File: src/rtl/uart_word_tx_if.sv
// -----------------------------------------------------------------------------
// uart_word_tx_if
//
// Bundles the word-side handshake and the UART byte handshake of uart_word_tx.
//
// Signals
//   word_valid  upstream -> block   32-bit result word is available
//   word_data   upstream -> block   result word, transmitted MSB byte first
//   word_ready  block -> upstream   block is idle and can take a word
//   send_data   block -> UART       one-cycle strobe, tx_data is valid
//   tx_data     block -> UART       byte to transmit
//   tx_done     UART -> block       one-cycle pulse, current byte finished
//   frame_done  block -> upstream   one-cycle pulse, whole frame acknowledged
//   tx_timeout  block -> upstream   one-cycle pulse, frame aborted by watchdog
//
// Modports
//   master  environment side (word source plus UART transmitter)
//   slave   the uart_word_tx block itself
// -----------------------------------------------------------------------------
interface uart_word_tx_if;
    logic        word_valid;
    logic [31:0] word_data;
    logic        word_ready;
    logic        send_data;
    logic [7:0]  tx_data;
    logic        tx_done;
    logic        frame_done;
    logic        tx_timeout;

    modport master (
        output word_valid,
        output word_data,
        output tx_done,
        input  word_ready,
        input  send_data,
        input  tx_data,
        input  frame_done,
        input  tx_timeout
    );

    modport slave (
        input  word_valid,
        input  word_data,
        input  tx_done,
        output word_ready,
        output send_data,
        output tx_data,
        output frame_done,
        output tx_timeout
    );
endinterface

File: src/rtl/uart_word_tx.sv
// -----------------------------------------------------------------------------
// uart_word_tx
//
// Serialises one 32-bit result word (IEEE-754 single) into bytes for a UART
// transmitter, most significant byte first. Each byte is offered with a
// one-cycle send_data strobe and the block then waits for the transmitter's
// tx_done pulse before moving on. A per-byte watchdog aborts the frame if
// tx_done does not arrive within TX_TIMEOUT cycles.
//
// Parameters
//   TX_TIMEOUT  cycles spent in WAIT without tx_done before the frame is
//               aborted (must be >= 1)
//
// Ports
//   clk    sole clock, rising edge
//   rst_n  synchronous active-low reset
//   bus    uart_word_tx_if.slave (word handshake, UART byte handshake and
//          frame status pulses)
//
// Build option
//   UART_WORD_TX_CSUM_EN  when defined, a fifth byte carrying the XOR of the
//                         four data bytes follows the last data byte; when
//                         undefined the frame is exactly four bytes and no
//                         checksum hardware is built.
// -----------------------------------------------------------------------------
module uart_word_tx #(
    parameter int unsigned TX_TIMEOUT = 65535
) (
    input  logic          clk,
    input  logic          rst_n,
    uart_word_tx_if.slave bus
);

    // -------------------------------------------------------------------------
    // Constants
    // -------------------------------------------------------------------------
    localparam logic [1:0] ST_IDLE = 2'd0;
    localparam logic [1:0] ST_SEND = 2'd1;
    localparam logic [1:0] ST_WAIT = 2'd2;

    // Watchdog only needs to reach TX_TIMEOUT-1: the cycle holding that value
    // is the last WAIT cycle in which tx_done is still accepted.
    localparam int unsigned       WDOG_W    = (TX_TIMEOUT > 1) ? $clog2(TX_TIMEOUT) : 1;
    localparam logic [WDOG_W-1:0] WDOG_LAST = WDOG_W'(TX_TIMEOUT - 1);

`ifdef UART_WORD_TX_CSUM_EN
    localparam logic [2:0] LAST_IDX = 3'd4;
`else
    localparam logic [2:0] LAST_IDX = 3'd3;
`endif

    // -------------------------------------------------------------------------
    // State
    // -------------------------------------------------------------------------
    logic [1:0]        state_q,      state_d;
    logic [31:0]       shift_q,      shift_d;
    logic [2:0]        byte_cnt_q,   byte_cnt_d;
    logic [WDOG_W-1:0] wdog_q,       wdog_d;
    logic              frame_done_q, frame_done_d;
    logic              tx_timeout_q, tx_timeout_d;

    // Byte shifted into the low end of the shift register on every advance.
    logic [7:0]        shift_fill;

`ifdef UART_WORD_TX_CSUM_EN
    logic [7:0]        csum_q, csum_d;

    // The checksum is shifted in behind the data: after four advances it has
    // reached [31:24] and goes out as the fifth byte with no extra muxing.
    assign shift_fill = csum_q;
`else
    assign shift_fill = 8'h00;
`endif

    // -------------------------------------------------------------------------
    // Next-state logic
    // -------------------------------------------------------------------------
    always_comb begin
        state_d      = state_q;
        shift_d      = shift_q;
        byte_cnt_d   = byte_cnt_q;
        wdog_d       = wdog_q;
        frame_done_d = 1'b0;
        tx_timeout_d = 1'b0;
`ifdef UART_WORD_TX_CSUM_EN
        csum_d       = csum_q;
`endif

        case (state_q)
            ST_IDLE: begin
                // tx_done is deliberately not looked at here.
                if (bus.word_valid) begin
                    shift_d    = bus.word_data;
                    byte_cnt_d = '0;
                    state_d    = ST_SEND;
`ifdef UART_WORD_TX_CSUM_EN
                    csum_d     = bus.word_data[31:24] ^ bus.word_data[23:16]
                               ^ bus.word_data[15:8]  ^ bus.word_data[7:0];
`endif
                end
            end

            ST_SEND: begin
                // Single strobe cycle; the watchdog restarts for the byte
                // that is being handed over now.
                wdog_d  = '0;
                state_d = ST_WAIT;
            end

            ST_WAIT: begin
                if (bus.tx_done) begin
                    // tx_done takes priority over a watchdog expiring in the
                    // same cycle.
                    if (byte_cnt_q == LAST_IDX) begin
                        frame_done_d = 1'b1;
                        state_d      = ST_IDLE;
                    end else begin
                        byte_cnt_d = byte_cnt_q + 3'd1;
                        shift_d    = {shift_q[23:0], shift_fill};
                        state_d    = ST_SEND;
                    end
                end else if (wdog_q == WDOG_LAST) begin
                    // Remaining bytes are dropped; shift register keeps its
                    // contents until the next word is accepted.
                    tx_timeout_d = 1'b1;
                    state_d      = ST_IDLE;
                end else if (wdog_q < WDOG_LAST) begin
                    wdog_d = wdog_q + 1'b1;
                end
            end

            default: begin
                state_d = ST_IDLE;
            end
        endcase
    end

    // -------------------------------------------------------------------------
    // Registers
    // -------------------------------------------------------------------------
    always_ff @(posedge clk) begin
        if (!rst_n) begin
            state_q      <= ST_IDLE;
            shift_q      <= '0;
            byte_cnt_q   <= '0;
            wdog_q       <= '0;
            frame_done_q <= 1'b0;
            tx_timeout_q <= 1'b0;
        end else begin
            state_q      <= state_d;
            shift_q      <= shift_d;
            byte_cnt_q   <= byte_cnt_d;
            wdog_q       <= wdog_d;
            frame_done_q <= frame_done_d;
            tx_timeout_q <= tx_timeout_d;
        end
    end

`ifdef UART_WORD_TX_CSUM_EN
    always_ff @(posedge clk) begin
        if (!rst_n) begin
            csum_q <= '0;
        end else begin
            csum_q <= csum_d;
        end
    end
`endif

    // -------------------------------------------------------------------------
    // Outputs
    // -------------------------------------------------------------------------
    // tx_data comes straight from the shift register, so it only changes on
    // the edge that enters SEND and is stable across the whole WAIT period.
    assign bus.word_ready = (state_q == ST_IDLE);
    assign bus.send_data  = (state_q == ST_SEND);
    assign bus.tx_data    = shift_q[31:24];
    assign bus.frame_done = frame_done_q;
    assign bus.tx_timeout = tx_timeout_q;

`ifndef SYNTHESIS
    // -------------------------------------------------------------------------
    // Protocol properties
    // -------------------------------------------------------------------------
    a_status_exclusive : assert property (
        @(posedge clk) disable iff (!rst_n)
        !(bus.frame_done && bus.tx_timeout)
    );

    a_send_single_cycle : assert property (
        @(posedge clk) disable iff (!rst_n)
        bus.send_data |=> !bus.send_data
    );
`endif

endmodule

File: src/flat_wrapper.sv
// flat-port wrapper written by rule: the top's interface ports become plain ports
module uart_word_tx_flat 
#(
    parameter int unsigned TX_TIMEOUT = 65535
)
  (clk, rst_n, bus_word_valid, bus_word_data, bus_tx_done, bus_word_ready, bus_send_data, bus_tx_data, bus_frame_done, bus_tx_timeout);
  uart_word_tx_if bus_i ();
  input  logic clk;
  input  logic rst_n;
  input wire logic [$bits(bus_i.word_valid)-1:0] bus_word_valid;
  input wire logic [$bits(bus_i.word_data)-1:0] bus_word_data;
  input wire logic [$bits(bus_i.tx_done)-1:0] bus_tx_done;
  output wire logic [$bits(bus_i.word_ready)-1:0] bus_word_ready;
  output wire logic [$bits(bus_i.send_data)-1:0] bus_send_data;
  output wire logic [$bits(bus_i.tx_data)-1:0] bus_tx_data;
  output wire logic [$bits(bus_i.frame_done)-1:0] bus_frame_done;
  output wire logic [$bits(bus_i.tx_timeout)-1:0] bus_tx_timeout;
  assign bus_i.word_valid = bus_word_valid;
  assign bus_i.word_data = bus_word_data;
  assign bus_i.tx_done = bus_tx_done;
  assign bus_word_ready = bus_i.word_ready;
  assign bus_send_data = bus_i.send_data;
  assign bus_tx_data = bus_i.tx_data;
  assign bus_frame_done = bus_i.frame_done;
  assign bus_tx_timeout = bus_i.tx_timeout;
  uart_word_tx #(.TX_TIMEOUT(TX_TIMEOUT)) u_core (.clk(clk), .rst_n(rst_n), .bus(bus_i));
endmodule
File: config.mk
export PLATFORM = sky130hd
export DESIGN_NAME = uart_word_tx_flat
export DESIGN_NICKNAME = d
export VERILOG_FILES = /design/src/rtl/uart_word_tx_if.sv /design/src/rtl/uart_word_tx.sv /design/src/flat_wrapper.sv
export SDC_FILE = /design/constraint.sdc
export NUM_CORES = 1
export LEC_CHECK = 0
export BUFFER_PORTS_ARGS = -buffer_cell sky130_fd_sc_hd__buf_2
export CORE_ASPECT_RATIO = 0.5
export CORE_MARGIN = 8
export CORE_UTILIZATION = 31
export CTS_CLUSTER_DIAMETER = 120
export CTS_CLUSTER_SIZE = 16
export DETAILED_ROUTE_END_ITERATION = 10
export GPL_TIMING_DRIVEN = 1
export PLACE_DENSITY_LB_ADDON = 0.2
export REMOVE_ABC_BUFFERS = 1
export SLEW_MARGIN = 10
export SYNTH_ARGS = -nofsm -noshare
export SYNTH_HDL_FRONTEND = slang
export SYNTH_SLANG_ARGS = --single-unit
File: constraint.sdc
create_clock -name clk -period 4.95 [get_ports clk]
set_clock_uncertainty 0.1 [all_clocks]
set_input_delay 0.99 -clock clk [delete_from_list [all_inputs] [get_ports clk]]
set_output_delay 0.99 -clock clk [all_outputs]
set_load 0.05 [all_outputs]
Word-level counts from Yosys, hierarchy flattened. Index checks and enable logic that the tools add are counted.

Bits in registers: 55. Input bits: 36. Output and inout port bits: 12. Logic and storage cells: 49.

$add $sub $neg: 2. Order comparisons: 1. Eq/ne operators: 11. Multiplexer cells: 19. Bitwise logic cells: 2. Reductions and logical operators: 8.

Operators with widths (number): 2-to-1 mux 32 bit (3); one-hot mux 32 bit (2 select lines) (1); 2-to-1 mux 16 bit (3); one-hot mux 16 bit (2 select lines) (1); adder 16 x 1 -> 16 bit (second input constant) (1); equality test 16 bit (second input constant) (1); < comparator 16 bit (second input constant) (1); inequality test 2 bit (second input constant) (5); 2-to-1 mux 3 bit (3); AND reduction 4 bit (2); 2-to-1 mux 2 bit (3); one-hot mux 2 bit (3 select lines) (1); one-hot mux 3 bit (2 select lines) (1); nonzero test 2 bit (2); adder 3 x 1 -> 3 bit (second input constant) (1); equality test 3 x 2 -> 1 bit (second input constant) (1); 2-to-1 mux 1 bit (3); inequality test 3 x 2 -> 1 bit (second input constant) (1); AND reduction 3 bit (1); OR reduction 3 bit (1); equality test 2 x 1 -> 1 bit (second input constant) (1); equality test 2 bit (second input constant) (1); zero test 2 bit (1); inequality test 2 x 1 -> 1 bit (second input constant) (1); other kinds (2) (3).

Longest topological paths before layout. Gate-level depths: netlist (run 1).

Word-level depth: 5. Mapped depth: 8. Gate-level depth less buffers: 7.

Worst setup path before layout (run 1). No wires, ideal clock.

Path type: reg-to-output. From: register u_core.state_q[0]. To: output bus_word_ready. Arrival time: 1152 ps. Setup slack: 2708 ps. Cell stages (with the launch flop): 3. Path buffers: 1. Path through: dfxtp_1 -> clkbuf_1 -> nor2_1.

Cells in the longest elaborated chain, start to end: 1.

Ends and longest elaborated chain: start, declared (RTL line uart_word_tx.sv:55) `logic [1:0] state_q, state_d;`; start signal, assigned (RTL line uart_word_tx.sv:150) `state_q <= state_d;`; zero test 2 bit (RTL line uart_word_tx.sv:174) `assign bus.word_ready = (state_q == ST_IDLE);`; end, declared (RTL line flat_wrapper.sv:13) `output wire logic [$bits(bus_i.word_ready)-1:0] bus_word_ready;`.

No other way between the ends.

Worst setup path in the final report (run 1).
From: register u_core.state_q[0]. To: output bus_send_data.

Cells in the longest elaborated chain, start to end: 1.

Ends and longest elaborated chain: equality test 2 x 1 -> 1 bit (RTL line uart_word_tx.sv:175) `assign bus.send_data = (state_q == ST_SEND);`; end, declared (RTL line flat_wrapper.sv:14) `output wire logic [$bits(bus_i.send_data)-1:0] bus_send_data;`.

No other way between the ends.

==> summary.txt, run 1 <==
GRT
  – Largest net degree at the start of global routing: 58
  – Total track usage: 0.113
  – Initial antenna violation count: 0
  – First-pass GRT wire length: 11,100 um
  – GR Overflow Total: 0
  – Vias in the first global route: 2,325

Place
  – Dpl cells: 462
  – DP Wirelength: 4440 um
  – Placement Cell Area: 2890 um^2
  – # port buffers: 47
  – Pre-CTS setup slack: 2.42 ns
  – GP Congestion: 0.851

Setup path
  – R2R depth: 7
  – Crit path launch type: register
  – Worst setup path class: reg2out
  – Largest fanout on the critical path: 13
  – Cell-by-cell trace of the critical path: nand2b_1 > inv_1 > buf_2
  – Cell family with most CP delay: flip-flops
  – Slowest-stage cell, CP: dfxtp_1
  – WP buf/inv: 2
  – Worst r2r src: u_core.wdog_q[0]
  – Crit-path max cell delay: 0.61 ns
  – Worst Path Required: 3.86 ns
  – Critical path arrival: 1.78 ns
  – Worst Setup End Kind: output pin
  – Worst R2R End: u_core.wdog_q[14]
  – R2R Setup Slk: 2.55 ns

Synth
  – Cells after Synth: 332
  – Post-Syn Area: 2640 um^2
  – Asr flop ratio synth: 0
  – Synth unique cells: 49
  – Synth warn: 0
  – Post-synthesis sequential area ratio: 0.417
  – Post-Syn Area per Cell: 7.96 um^2
  – Post-synth EDFFs: 0
  – Most used DFF post-synth: dfxtp_1
  – Synthesized flop and latch total: 55

Clock network
  – Clk pin slew, worst setup/hold paths: 0.08 ns
  – CTS Buffer Depth: 2
  – Cts repair resizes: 0
  – TritonCTS clock tree: done
  – Post-CTS Setup Inserts: 0
  – Clock sinks: 55
  – H-tree Lvls: 2
  – CTS buffer count: 5
  – Clk_lat worst skew: 0.30 ns
  – Hold_buf cts: 0
  – CTS Root Cell: clkbuf_16

Route
  – DRC: 0
  – Starting DRT DRC Count: 203
  – Routed wl met2: 3040 um
  – ANT nets after route: 0
  – Wirelength per Cell: 14.1 um
  – DRT Pass-1 Iters: 5
  – Metal3 WL: 339 um
  – Highest metal used: met4
  – Drt total wl: 6650 um
  – Vias: 2,411
  – Wl on met1: 3160 um
  – Vias/cell: 5.13

Die
  – Initial Util: 0.324
  – Core Area: 8140 um^2
  – Die Span X: 147 um
  – Io pins: 48
  – Rows: 23
  – DIE AREA: 11,900 um^2
  – Die Ht: 81.3 um

Timing
  – Final setup violation count: 0
  – Slew Viols, Final: 0
  – RSZ-0062 raised after global routing: false
  – Setup ws final: 2.08 ns
  – Crit share post-route: 0.579
  – Hold Fails Final Rpt: 0
  – Least-Margin Pin Slew: 0.569 ns
  – Fmax: 349 MHz
  – Hold_ws: 0.353 ns
  – Sum Neg Setup Slack: 0 ns
  – Min Tclk post-route: 2.87 ns
  – Relative slew slack: 0.619

Finish
  – Ant diodes: 0
  – Fillers: 825
  – Final Util: 0.377
  – Area growth from synthesis to layout: 16.1%
  – Fin cells: 470
  – Layout cell share with drive strength beyond 1: 0.184
  – # nets final: 397
  – Finished layout cell area: 3070 um^2

Hold path
  – Hold depth: 2
  – Worst hold start: u_core.shift_q[2]
  – WHS Endpoint: u_core.shift_q[2]
  – Min-delay worst type: reg2reg

Run
  – Max-cap violations: 0

Power and ir drop
  – Worst vdd ir: 0.000151 V
  – Pwr Total: 1.06 mW
  – P_leak: 1.17 nW
  – Power per cell area: 344 nW/um^2

Status
  – Status: complete, no violations
[cell families (layout without fill, tap and decap cells)]
kind of cell    count (synthesis)  after routing  share of synthesized area
compound gates                 74             74                      0.210
xor+xnor                        1              1                    0.00331
fa+ha+maj                       4              4                     0.0189
buf+inv                        38             64                     0.0705
flops                          55             55                      0.417
mux                             1              1                    0.00379
simple gates                  159            159                      0.277
[synth_stat cells (5+ instances only)]
library cell,instances,share of area
a21oi_1,21,0.040
a311oi_1,26,0.086
buf_1,6,0.0085
buf_2,5,0.0095
buf_4,8,0.023
clkbuf_1,13,0.018
dfxtp_1,55,0.42
inv_1,5,0.0071
nand2_1,73,0.10
nand2b_1,6,0.014
nand3_1,18,0.034
nor2_1,31,0.044
nor3_1,5,0.0095
[cell usage in the layout, fill, tap and decap left out, types with 2 or more instances in the layout]
cell       count
a311oi_1      26
a21oi_1       20
a31oi_1        2
buf_2         47
nor2_1        31
nand3b_1       2
nor4_1         3
nand4_1        4
o211a_1        2
inv_1          5
nand2_1       73
and2_1         2
nor3_1         5
a2111oi_0      2
o311ai_0       2
and4_1         3
a21o_1         2
clkbuf_16      5
nand2b_1       6
ha_1           4
or3_1          3
o21a_1         4
or4_1          2
nand3_1       18
dfxtp_1       55
buf_4          4
a41oi_1        2
[report_power, final]
| group | switching, mW | internal [mW] |
|---|---|---|
| sequential | 0.0160 | 0.470 |
| clock | 0.178 | 0.245 |
| combinational | 0.101 | 0.0477 |
[layout make-up]
class | count | area, um^2 | area share
clock buffer | 5 | 125 | 0.0408
clock inverter | 3 | 50.0 | 0.0163
inverter | 5 | 18.8 | 0.00611
multi-input combinational | 239 | 1370 | 0.446
sequential | 55 | 1100 | 0.359
tap | 112 | 140 | 0.0457
timing repair buffer | 51 | 265 | 0.0864
[worst reg2reg max path, cell delays in order (launching register included)]
cell and delay (ns):
dfxtp_1 0.42, inv_1 0.11, ha_1 0.24, o211a_1 0.25, and3_4 0.20, a21o_1 0.29
or4_1 0.56, a21oi_1 0.15
[metal layers]
| metal | track usage | vias up |
|---|---|---|
| met4 | 0.0520 | 0 |
| li1 | - | 1233 |
| met1 | 0.136 | 1108 |
| met3 | 0.0316 | 8 |
| met5 | 0 | - |
| met2 | 0.189 | 62 |
[flip-flops by register name, summed over array words and instances (netlist names)]
register / cells
u_core.byte_cnt_q: 3
u_core.state_q: 2
u_core.bus.tx_timeout: 1
u_core.wdog_q: 16
u_core.shift_q: 32
u_core.bus.frame_done: 1
[worst max-delay path by stage]
stage,slack [ns],from,endpoint,cells after the start
finish,2.08,u_core.state_q[0],bus_send_data,3
detailed placement,2.42,bus_tx_done,u_core.wdog_q[14],5
floorplan,1.24,bus_tx_done,u_core.shift_q[10],3
global route,1.95,u_core.state_q[0],bus_send_data,3
global placement,2.47,u_core.state_q[0],bus_send_data,3
CTS,2.10,u_core.state_q[0],bus_send_data,3
(Power assumes the default switching activity.)
==> inputs of run 2 (changes only) <==
--- a/config.mk
+++ b/config.mk
@@ -5,6 +5,7 @@
 export SDC_FILE = /design/constraint.sdc
 export NUM_CORES = 1
 export LEC_CHECK = 0
+export ABC_AREA = 1
 export BUFFER_PORTS_ARGS = -buffer_cell sky130_fd_sc_hd__buf_2
 export CORE_ASPECT_RATIO = 0.5
 export CORE_MARGIN = 8
==> constraint.sdc (replaced) <==
create_clock -name clk -period 2.4 [get_ports clk]
set_clock_uncertainty 0.1 [all_clocks]
set_input_delay 0.48 -clock clk [delete_from_list [all_inputs] [get_ports clk]]
set_output_delay 0.48 -clock clk [all_outputs]
set_load 0.05 [all_outputs]
==> run 2 against run 1 <==
  * Die area is 9.4% higher
  * Utilization decreased by 2.2 points
  * Global-route usage down 0.62 points
  * Total power rose by 110%
  * Sequential power up 110%
  * First-iteration DRC count is 29% lower
  * Count of clock-buffer cells in the layout did not move
  * Synthesized area is 11% higher
  * Cell area increased by 7.7%
  * Worst setup slack worse by 1.6 ns
==> summary.txt, run 2 <==
Setup path
  – Cell-by-cell trace of the critical path: ha_1 > ha_1 > inv_1 > nand2_1 > a21oi_1 > o21ai_2 > inv_2 > nand3_1 > a21oi_1
  – Worst Setup SP: u_core.byte_cnt_q[0]
  – Cell family with most CP delay: buffers and inverters
  – Worst setup path class: reg2reg
  – Critical path arrival: 2.01 ns
  – WP buf/inv: 2
  – Worst Path Required: 2.52 ns
  – Crit path launch type: register
  – Crit-path max cell delay: 0.37 ns
  – Largest fanout on the critical path: 27
  – Worst r2r src: u_core.byte_cnt_q[0]
  – Slowest-stage cell, CP: inv_2
  – Worst Setup End Kind: register

Timing
  – Least-Margin Pin Slew: 0.729 ns
  – RSZ-0062 raised after global routing: false
  – Fmax: 530 MHz
  – Final setup violation count: 0
  – Hold Fails Final Rpt: 0
  – Relative slew slack: 0.513
  – Crit share post-route: 0.786
  – Hold_ws: 0.336 ns
  – Sum Neg Setup Slack: 0 ns
  – Slew Viols, Final: 0
  – Min Tclk post-route: 1.89 ns

Finish
  – Fillers: 1,063
  – # nets final: 525
  – Layout cell share with drive strength beyond 1: 0.165
  – Most flops, register: u_core.shift_q
  – Largest registers: u_core.shift_q (32), u_core.wdog_q (16), u_core.byte_cnt_q (3)
  – Reg area: 1100 um^2
  – Area occupied by multi-input gates: 1460 um^2
  – Final Util: 0.355
  – Area growth from synthesis to layout: 12.6%
  – Ant diodes: 0
  – Commonest non-fill, non-tap cell in the layout: nand2_1
  – Max reg flops: 32
  – Most frequent cells in the layout: 131 x nand2_1, 72 x nor2_1, 55 x dfxtp_1, 47 x buf_2, 42 x inv_1

Synth
  – Synthesized flop and latch total: 55
  – Synth unique cells: 27
  – Post-synth EDFFs: 0
  – Post-Syn Area: 2940 um^2
  – Synth area leaders: dfxtp_1 37%, nand2_1 17%, nor2_1 9.2%
  – Top cell type by total area after synthesis: dfxtp_1
  – Asr flop ratio synth: 0
  – Post-Syn Area per Cell: 6.44 um^2
  – Post-synthesis sequential area ratio: 0.375
  – Most numerous cell in the Yosys netlist: nand2_1
  – Most used DFF post-synth: dfxtp_1
  – Most frequent cells after synthesis: 131 x nand2_1, 72 x nor2_1, 55 x dfxtp_1
  – Cells after Synth: 456
  – Synth warn: 0
  – Top-area cell type share of the netlist area: 0.375

Place
  – GP Congestion: 0.800
  – # port buffers: 47
  – DP Wirelength: 4630 um

Die
  – Die Ht: 84.8 um
  – DIE AREA: 13,000 um^2
  – Initial Util: 0.315
  – Rows: 25
  – Core Area: 9320 um^2
  – Io pins: 48
  – Die Span X: 154 um

Clock network
  – Clk_lat worst skew: 0.30 ns
  – CTS buffer count: 5
  – CTS Root Cell: clkbuf_16
  – CTS Buffer Depth: 2
  – Post-CTS Setup Inserts: 0
  – H-tree Lvls: 2
  – Clock sinks: 55
  – Clk pin slew, worst setup/hold paths: 0.08 ns
  – Hold_buf cts: 0
  – Cts repair resizes: 0
  – TritonCTS clock tree: done

Hold path
  – Worst hold start: bus_word_data[6]
  – Min-delay worst type: in2reg

Route
  – Wl on met1: 3440 um
  – Starting DRT DRC Count: 144
  – Wirelength per Cell: 11.3 um
  – DRT Pass-1 Iters: 4
  – Routed wl met2: 3060 um
  – DRC: 0
  – Vias: 2,676
  – Highest metal used: met4
  – Metal3 WL: 309 um
  – ANT nets after route: 0
  – Drt total wl: 6880 um
  – Vias/cell: 4.41

GRT
  – GR Overflow Total: 0
  – First-pass GRT wire length: 11,600 um
  – Initial antenna violation count: 0
  – Largest net degree at the start of global routing: 48
  – Vias in the first global route: 2,486
  – Total track usage: 0.107

Power and ir drop
  – P_leak: 1.56 nW
  – Worst vdd ir: 0.000258 V
  – Power per cell area: 664 nW/um^2

Status
  – Status: complete, no violations

Run
  – Max-cap violations: 0
[run 2: cell count changes in the layout (fill, tap and decap cells not counted), moves of 6 or more]
cell / delta
a311oi_1: -26
inv_1: +37
nand2_1: +58
nand2b_1: -6
nand3_1: +14
nor2_1: +41
o21ai_0: +39
[run 2: logic make-up after synthesis]
logic type | share of synthesized area
fa+ha+maj | 0.0170
simple gates | 0.354
flops | 0.375
compound gates | 0.127
buf+inv | 0.127
[run 2: final timing paths]
check / depth (start not counted) / endpoint / slack [ns]
worst min register to register: 2 / u_core.shift_q[18] / 0.35
worst min-delay path: 3 / u_core.shift_q[6] / 0.34
worst max register to register: 9 / u_core.shift_q[5] / 0.51
worst max-delay path: 9 / u_core.shift_q[5] / 0.51
[run 2: worst register-to-register path, delay by kind of cell, from the launching register on]
family	cells	cell delay, ns
buf+inv	2	0.45
fa+ha+maj	2	0.37
flops	1	0.33
simple gates	2	0.18
compound gates	3	0.38
[run 2: metal layers]
layer,track usage,vias to the layer above
li1,-,1475
met1,0.130,1155
met2,0.180,41
met3,0.0304,5
met4,0.0344,0
met5,0,-
[run 2: final cells by class]
type,instances,share of cell area
clock inverters,3,0.00681
inverters,46,0.0522
repair buffers,52,0.0825
well taps,121,0.0458
clock buffers,5,0.0378
multi-input cells,325,0.442
flip-flops and latches,55,0.333
[run 2: stage by stage]
| stage | setup WS (ns) | instances | instance area, um^2 | total power [mW] |
|---|---|---|---|---|
| 2_1_floorplan | 0.330 | 426 | 2740 | 1.34 |
| 3_3_place_gp | 0.496 | 599 | 3160 | 1.47 |
| 3_5_place_dp | 0.492 | 599 | 3160 | 1.47 |
| 4_1_cts | 0.473 | 607 | 3310 | 2.23 |
| 5_1_grt | 0.242 | 607 | 3310 | 2.34 |
| 6_report | 0.514 | 607 | 3310 | 2.20 |
[run 2: report_power, final]
group	internal [mW]	switching, mW	leakage (nW)
logic	0.130	0.279	1.03
clock network	0.392	0.363	0.0742
registers	0.989	0.0433	0.452
total	1.51	0.685	1.56
